### config.mk
export PLATFORM = sky130hd
export DESIGN_NAME = prog_sequencer
export DESIGN_NICKNAME = d
export VERILOG_FILES = /design/src/rtl/prog_sequencer.sv
export SDC_FILE = /design/constraint.sdc
export NUM_CORES = 1
export LEC_CHECK = 0
export ABC_AREA = 1
export BUFFER_PORTS_ARGS = -buffer_cell sky130_fd_sc_hd__buf_2
export CORE_MARGIN = 3
export CORE_UTILIZATION = 60
export CTS_CLUSTER_DIAMETER = 40
export DETAILED_ROUTE_END_ITERATION = 10
export PLACE_DENSITY = 0.83
export SLEW_MARGIN = 40
export SYNTH_ARGS = -nofsm -noshare
export SYNTH_HDL_FRONTEND = slang
export SYNTH_SLANG_ARGS = --single-unit
### constraint.sdc
create_clock -name clk -period 4.05 [get_ports clk]
set_input_delay 0.2025 -clock clk [delete_from_list [all_inputs] [get_ports clk]]
set_output_delay 0.2025 -clock clk [all_outputs]
set_load 0.05 [all_outputs]
### src/rtl/prog_sequencer.sv
// Instruction feeder: fetches program words from synchronous memory, issues each
// to the core with a one-cycle run pulse, and waits for done (halt/stop/timeout aware).
module prog_sequencer #(
   parameter int         AW       = 8,
   parameter logic [2:0] IMM_OPC  = 3'b001,
   parameter logic [2:0] HALT_OPC = 3'b111,
   parameter int         TIMEOUT  = 16
) (
   input  logic          clk,
   input  logic          reset,
   input  logic          start,
   input  logic [AW-1:0] start_addr,
   input  logic          stop,
   output logic          mem_rd,
   output logic [AW-1:0] mem_addr,
   input  logic [15:0]   mem_rdata,
   output logic [15:0]   proc_din,
   output logic          proc_run,
   input  logic          proc_done,
   output logic          busy,
   output logic          halted,
   output logic          error,
   output logic [AW-1:0] pc,
   output logic [15:0]   instr_count
);

   localparam int CW = $clog2(TIMEOUT + 1);

   typedef enum logic [3:0] {
      S_IDLE, S_FETCH, S_WAIT_MEM, S_FETCH_IMM, S_WAIT_IMM,
      S_ISSUE, S_WAIT_DONE, S_HALTED, S_ERROR
   } state_t;

   state_t        state, state_next;
   logic [15:0]   instr;
   logic [15:0]   imm;
   logic          stop_latch;
   logic [CW-1:0] tcount;
   logic          is_imm;

   assign is_imm = (instr[15:13] == IMM_OPC);
   assign halted = (state == S_HALTED);
   assign error  = (state == S_ERROR);
   assign busy   = (state != S_IDLE) && (state != S_HALTED) && (state != S_ERROR);

   always_comb begin
      state_next = state;
      mem_rd     = 1'b0;
      mem_addr   = pc;
      proc_run   = 1'b0;
      case (state)
         S_IDLE, S_HALTED, S_ERROR: begin
            if (start) state_next = S_FETCH;
         end
         S_FETCH: begin
            mem_rd     = 1'b1;
            state_next = S_WAIT_MEM;
         end
         S_WAIT_MEM: begin
            if (mem_rdata[15:13] == HALT_OPC)     state_next = S_HALTED;
            else if (mem_rdata[15:13] == IMM_OPC) state_next = S_FETCH_IMM;
            else                                  state_next = S_ISSUE;
         end
         S_FETCH_IMM: begin
            mem_rd     = 1'b1;
            mem_addr   = pc + AW'(1);
            state_next = S_WAIT_IMM;
         end
         S_WAIT_IMM: state_next = S_ISSUE;
         S_ISSUE: begin
            proc_run   = 1'b1;
            state_next = S_WAIT_DONE;
         end
         S_WAIT_DONE: begin
            // A stop arriving in the completion cycle itself is honoured too.
            if (proc_done)                          state_next = (stop_latch || stop) ? S_HALTED : S_FETCH;
            else if (tcount == CW'(TIMEOUT - 1))    state_next = S_ERROR;
         end
         default: state_next = S_IDLE;
      endcase
   end

   always_ff @(posedge clk) begin
      if (!reset) begin
         state       <= S_IDLE;
         pc          <= '0;
         instr       <= '0;
         imm         <= '0;
         proc_din    <= '0;
         instr_count <= '0;
         stop_latch  <= 1'b0;
         tcount      <= '0;
      end else begin
         state <= state_next;
         if (busy && stop) stop_latch <= 1'b1;
         case (state)
            S_IDLE, S_HALTED, S_ERROR: begin
               if (start) begin
                  pc          <= start_addr;
                  instr_count <= '0;
                  stop_latch  <= 1'b0;
               end
            end
            S_WAIT_MEM: begin
               instr <= mem_rdata;
               if (mem_rdata[15:13] != HALT_OPC && mem_rdata[15:13] != IMM_OPC)
                  proc_din <= mem_rdata;
            end
            S_WAIT_IMM: begin
               imm      <= mem_rdata;
               proc_din <= instr;
            end
            // din switches to the immediate from the first cycle after run.
            S_ISSUE: begin
               tcount <= '0;
               if (is_imm) proc_din <= imm;
            end
            S_WAIT_DONE: begin
               if (proc_done) begin
                  pc          <= pc + (is_imm ? AW'(2) : AW'(1));
                  instr_count <= instr_count + 16'd1;
               end else begin
                  tcount <= tcount + CW'(1);
               end
            end
            default: ;
         endcase
      end
   end

endmodule

# Yosys cells after proc, flatten, opt, wreduce, memory -nomap -nowiden
# Cells that the tools add are included.
[word_totals]
ff_bits = 82
input_bits = 29
out_inout_bits = 53
word_cells = 75
[op_classes]
add_sub_neg = 4
eq_ne = 22
n_mux = 25
reduce_logical = 16
[ops]
columns = ["op", "count"]
rows = [
  ["$mux 16", 4],
  ["$pmux 16 s3", 1],
  ["$pmux 16 s2", 1],
  ["$pmux 4 s7", 1],
  ["$mux 8", 3],
  ["$add 16x1->16 const B", 1],
  ["$eq 4x3->1 const B", 4],
  ["$pmux 8 s2", 1],
  ["$mux 4", 3],
  ["$ne 2x2->1 const B", 5],
  ["$pmux 5 s2", 1],
  ["$mux 3", 3],
  ["$add 8x1->8 const B", 1],
  ["$add 8x2->8", 1],
  ["$eq 4x2->1 const B", 2],
  ["$eq 3x1->1 const B", 2],
  ["$ne 3x3->1 const B", 2],
  ["$reduce_and 3->1", 2],
  ["$add 5x1->5 const B", 1],
  ["$eq 5x4->1 const B", 1],
  ["$mux 1", 5],
  ["$mux 5", 1],
  ["$eq 4x1->1 const B", 1],
  ["$eq 4x4->1 const B", 1],
  ["14 further kinds", 19],
]

# Longest topological paths before layout
# Gate-level depths: netlist (run 1).
[depth]
ltp_word = 7
depth_mapped = 11

# Worst setup path after synthesis (run 1)
# Ideal clock, no wire load.
[synth_path]
path_kind = "register -> output"
startpoint = "register pc[2]"
endpoint = "output mem_addr[7]"
t_arrival_ps = 2229
slack_ps = 1619
stages_incl_launch_ff = 7
path_buffers = 1
cell_sequence = "dfxtp_1 clkbuf_1 nand3_1 nor2_1 nand2_1 nor3_1 xor2_1"
[synth_via]
elab_chain_cells = 2
[synth_rtl]
columns = ["element", "line_no", "rtl"]
rows = [
  ["from (decl)", "23", "output logic [AW-1:0] pc,"],
  ["from (signal assigned)", "99", "pc <= start_addr;"],
  ["from (signal assigned)", "120", "pc <= pc + (is_imm ? AW'(2) : AW'(1));"],
  ["$add 8x1->8", "66", "mem_addr = pc + AW'(1);"],
  ["$mux 8", "51", "case (state)"],
  ["to (decl)", "15", "output logic [AW-1:0] mem_addr,"],
]
# No other way between the ends.

# Worst setup path after layout (run 1)
[layout_path]
startpoint = "register state[3]"
endpoint = "output mem_addr[7]"
[layout_via]
elab_chain_cells = 2
[layout_rtl]
columns = ["element", "line_no", "rtl"]
rows = [
  ["from (decl)", "34", "state_t state, state_next;"],
  ["from (signal assigned)", "94", "state <= state_next;"],
  ["$eq 4x2->1", "51", ""],
  ["$mux 8", "51", ""],
]
# No other way between the ends.

==> reports/results.txt, run 1 <==
Slew @ Worst Pin = 0.627 ns
Final #Nets = 751
Clock buffer depth = 2
Area growth syn-to-layout = 13.7%
Fillers = 577
Final min period = 2.30 ns
Slew headroom = 58.1%
# hold bufs at CTS = 0
DR vias/cell = 5.09
EDFF count, synth = 0
Placer Congestion = 0.845
Pre-antenna DRT Iters = 5
Status = finished, final reports clean
Synth cell types = 33
Synthesized Nets = 681
Post-DP HPWL = 6.86 mm
Final WL = 9.92 mm
Area leader, netlist = dfxtp_1
VDD IR max = 0.429 mV
Setup clock skew after layout = 0.00705 ns
Clk slew on worst S/H paths = 0.08 ns
Crit path capture type = primary output
IO Count = 82
TritonCTS clock tree = yes
Critical path type = flop to primary output
WP data arrival = 2.10 ns
Initial Util = 64.1%
Most common flop cell mapped by yosys = dfxtp_1
Num rows = 29
Synthesized area per cell = 6.56 µm²
Hold Fails Final Rpt = 0
Register Area = 1640 µm²
Setup Buffers After CTS = 0
Routed wire length per instance = 12.2 µm
Tot GR Track Use = 24.5%
Synth top cells by count = 149 x nand2_1, 128 x nor2_1, 82 x dfxtp_1, 67 x inv_1, 51 x a21oi_1
Total global routing overflow = 0
First-pass GRT wire length = 16.7 mm
Startpoint types = flop
Largest net degree at the start of global routing = 55
Top post-synthesis cells by area = dfxtp_1 39%, nand2_1 13%, nor2_1 11%
Synthesized instance count = 645
Synth warn = 0
Final setup fails = 0
DR iter-0 viols = 370
Clk_lat worst skew = 0.34 ns
Req. time, crit path = 3.85 ns
Vias in the first global route = 3683
Chip height = 90.0 µm
Lkg Pwr = 0.00224 µW
Total power = 3270 µW
Top cell type's share of synthesized area = 38.8%
Fraction of layout cells with a size suffix above 1 = 17.2%
DRC viols = 0
Die area = 8100 µm²
Post-route setup TNS = 0 ns
Pwr per Cell Area = 679 nW/µm²
ANT cells = 0
Post-synthesis cell area = 4230 µm²
Fmax = 0.435 GHz
TritonCTS Buffers = 9
Final Slew Violations = 0
CTS sink count = 82
RSZ-0062 raised after global routing = false
IO buf count = 81
Antenna viol nets, final = 0
Post-cts sizing count = 0
Ys async rst share = 0%
Hold crit path type = primary input to flop
Via Count = 4137
Seq cells post-synth = 82
Die width = 90.0 µm
Most common cell in the synthesized netlist = nand2_1
Tcrit/Tclk final = 56.8%
CTS Root Cell = clkbuf_8
Seq/Total Area, Yosys = 38.8%
Max-cap violations = 0
Multi-input logic area = 2140 µm²
Core Box Area = 6600 µm²
Fin util = 72.9%
Max Fanout on Critical Path = 7
H-tree depth = 3
Initial antenna violation count = 0
## worst paths after layout
path | from | depth (start not counted) | slack, ns | to
worst min register to register | instr[10] | 2 | 0.46 | instr[10]
worst max-delay path | state[3] | 7 | 1.75 | mem_addr[7]
worst min-delay path | mem_rdata[2] | 3 | 0.14 | instr[2]
worst max register to register | state[0] | 9 | 1.86 | proc_din[10]
## flip-flops by register name, summed over array words and instances (netlist names)
register and flops:
state 4, imm 16, pc 8, tcount 5, stop_latch 1, proc_din 16, instr 16, instr_count 16
## final cells by class
| class | count | area share (%) |
|---|---|---|
| timing repair buffer | 85 | 9.05 |
| sequential | 82 | 34.1 |
| multi-input combinational | 464 | 44.4 |
| clock buffer | 10 | 2.65 |
| inverter | 73 | 5.69 |
| tap | 93 | 2.42 |
| clock inverter | 5 | 1.66 |
## cells by family (layout without fill, tap and decap cells)
| family | count (synthesis) | after routing | synth area share, % |
|---|---|---|---|
| compound gates | 105 | 105 | 12.7 |
| xor+xnor | 9 | 9 | 1.86 |
| fa+ha+maj | 7 | 7 | 2.25 |
| buf+inv | 99 | 173 | 10.8 |
| flops | 82 | 82 | 38.8 |
| simple gates | 343 | 343 | 33.6 |
## critical path, stage by stage, from the launching register on
cell and delay (ns):
dfxtp_1 0.37, nor2_2 0.24, nand2_2 0.18, nor2_1 0.22, nand2_1 0.11, nor3_1 0.19, xor2_1 0.16, buf_2 0.28
## layer usage
| layer | share of wire, % | up-vias | GRT usage [%] | routed length (µm) |
|---|---|---|---|---|
| met5 | 0 | - | 0 | 0 |
| met4 | 0.86 | 0 | 7.14 | 85 |
| met3 | 6.7 | 12 | 4.26 | 666 |
| met2 | 47 | 136 | 40.5 | 4630 |
| met1 | 46 | 1832 | 33.1 | 4540 |
| li1 | - | 2157 | - | - |
## power breakdown
part	total, µW	switching [µW]	internal, µW
Sequential	1110	119	995
Combinational	1520	1130	387
Clock	631	288	343
## through the flow
stage / setup slack, ns / hold slack, ns / instance area (µm²) / cells
floorplan: 1.62 / 0.367 / 4230 / 645
global placement: 1.98 / 0.435 / 4600 / 797
detailed placement: 1.90 / 0.440 / 4600 / 797
CTS: 1.75 / 0.136 / 4810 / 812
global route: 1.59 / 0.172 / 4810 / 812
finish: 1.75 / 0.140 / 4810 / 812
## layout by cell type, fill, tap and decap left out, drive strengths merged, types with 6 or more instances in the layout
master	Yosys	layout
nand3	38	38
buf	15	85
nand2	157	157
nor2	134	134
dfxtp	82	82
o21ai	52	52
ha	6	6
a21oi	52	52
inv	71	71
clkbuf	11	10
xor2	8	8
Power figures use the tool's default switching activity.
==> run 2: changes to the inputs <==
ABC_AREA = 0   (was 1)
CORE_UTILIZATION = 56   (was 60)
PLACE_DENSITY = 0.78   (was 0.83)
clock period = 2.28 ns   (was 4.05 ns; I/O delays follow)
==> reports/results.txt, run 2 <==
Top cell type's share of synthesized area = 38.1%
H-tree depth = 3
Setup clock skew after layout = 0.0151 ns
Area leader, netlist = dfxtp_1
Final #Nets = 632
Met1 usage = 32.5%
Area growth syn-to-layout = 16.8%
TritonCTS clock tree = yes
WP buf/inv = 1
EDFF count, synth = 0
RSZ-0062 raised after global routing = false
Die area = 8780 µm²
Core Box Area = 7370 µm²
Placer Congestion = 0.810
Via Count = 4149
DR vias/cell = 5.93
Synth warn = 0
TritonCTS Buffers = 9
Most common cell in the synthesized netlist = nand2_1
Crit path cell chain = nor4bb_2 -> and3_1 -> nand3_1 -> xnor2_2 -> buf_2
Most frequent cells in the layout = 107 x nand2_1, 80 x buf_2, 79 x dfxtp_1, 74 x a21oi_1, 42 x nand3_1
Final min period = 2.16 ns
Slew @ Worst Pin = 0.742 ns
Met2 usage = 40.9%
Synth cell types = 61
Tcrit/Tclk final = 94.7%
Die width = 93.7 µm
Tot GR Track Use = 24.5%
Status = finished, final reports clean
Hold crit path type = primary input to flop
Slowest stage delay, CP = 0.46 ns
Synthesized Nets = 566
Seq/Total Area, Yosys = 38.1%
Final worst slack = 0.122 ns
Num rows = 31
Req. time, crit path = 2.17 ns
Fraction of layout cells with a size suffix above 1 = 22.3%
Final instance area = 5030 µm²
Largest net degree at the start of global routing = 63
Commonest non-fill, non-tap cell in the layout = nand2_1
Critical path type = flop to primary output
Crit path capture type = primary output
CTS Root Cell = clkbuf_8
Total global routing overflow = 0
Pwr per Cell Area = 1110 nW/µm²
Slew headroom = 50.5%
Clk slew on worst S/H paths = 0.09 ns
Final WL = 10.7 mm
Seq cells post-synth = 82
Final Slew Violations = 0
First-pass GRT wire length = 17.6 mm
Final hold slack = 0.0160 ns
Most common flop cell mapped by yosys = dfxtp_1
Antenna viol nets, final = 0
Total power = 5580 µW
Post-route setup TNS = 0 ns
DR iter-0 viols = 236
DRC viols = 0
Startpoint types = flop
Post-DP HPWL = 7.33 mm
Area after DPL = 4790 µm²
IO Count = 82
Pre-antenna DRT Iters = 5
Synthesized area per cell = 8.12 µm²
ANT cells = 0
Initial Util = 58.4%
Synth top cells by count = 107 x nand2_1, 82 x dfxtp_1, 74 x a21oi_1, 42 x nand3_1, 29 x mux2i_1
Ys async rst share = 0%
Max-cap violations = 0
Clk_lat worst skew = 0.35 ns
CTS sink count = 82
Max Fanout on Critical Path = 14
Chip height = 93.7 µm
CP delay by family, top = simple AND/OR/NAND/NOR gates
Slowest CP cell = dfxtp_2
GR Layer Usage met3 = 3.13%
IO buf count = 81
Hold Fails Final Rpt = 0
Top post-synthesis cells by area = dfxtp_1 38%, nand2_1 9.3%, a21oi_1 8.6%
Synthesized instance count = 530
Vias in the first global route = 3763
Post-synthesis cell area = 4310 µm²
Final setup fails = 0
Routed wire length per instance = 15.2 µm
Clock buffer depth = 2
Lkg Pwr = 0.00195 µW
WP data arrival = 2.04 ns
Place WS = 0.0924 ns
Most used routing layer = met2
Fmax = 0.463 GHz
VDD IR max = 0.422 mV
Initial antenna violation count = 0
==> run 2: layout make-up <==
type / count / area, µm²
well taps: 99 / 124
clock inverters: 6 / 72.6
repair buffers: 98 / 538
clock buffers: 10 / 138
fillers: 618 / 2340
inverters: 9 / 33.8
flip-flops and latches: 82 / 1650
multi-input cells: 396 / 2480
==> run 2: repair_timing <==
| action | 4_1_cts | 5_1_grt |
|---|---|---|
| endpoints found under the hold margin | 1 | 0 |
| hold buffers | 1 | 0 |
| resized for setup | 2 | 3 |
| buffers inserted | 0 | 0 |
| setup endpoints to repair | 5 | 5 |
==> run 2: cells by family after synthesis <==
group           after synthesis  share of synthesized area (%)
compound gates              131                           19.4
xor+xnor                     11                           2.24
fa+ha+maj                     7                           2.21
buf+inv                      52                           5.41
flops                        82                           38.1
mux                          30                           7.00
simple gates                217                           25.6
==> run 2: metrics by stage <==
stage,utilization [%],instances
after floorplan,-,530
after global placement,64.9,683
after detailed placement,65.0,683
after CTS,68.1,700
after global routing,68.2,700
final,68.2,700
==> run 2: worst reg2reg max path, delay by kind of cell (launching register included) <==
kind | cells | cell delay (ns)
flip-flops | 1 | 0.60
AND/OR/NAND/NOR | 2 | 0.83
buffers and inverters | 1 | 0.34
AO/OA/AOI/OAI | 2 | 0.31
==> run 2: routing by layer <==
layer  up-vias  wire (µm)
li1       2038          -
met1      1969       4790
met2       124       5170
met3        18        520
met4         0        177
met5         -          0
==> run 2: worst paths after layout <==
| path | from | endpoint | slack (ns) | cells past startpoint |
|---|---|---|---|---|
| worst min-delay path | mem_rdata[6] | instr[6] | 0.02 | 3 |
| worst min register to register | imm[9] | imm[9] | 0.46 | 2 |
| worst max-delay path | state[0] | mem_addr[7] | 0.12 | 5 |
| worst max register to register | state[2] | pc[6] | 0.13 | 5 |
==> run 2: power by group <==
| group | leakage (µW) | internal, µW | switching, µW |
|---|---|---|---|
| clock | 0.000103 | 547 | 549 |
| sequential | 0.000666 | 1690 | 248 |
| combinational | 0.00118 | 785 | 1760 |
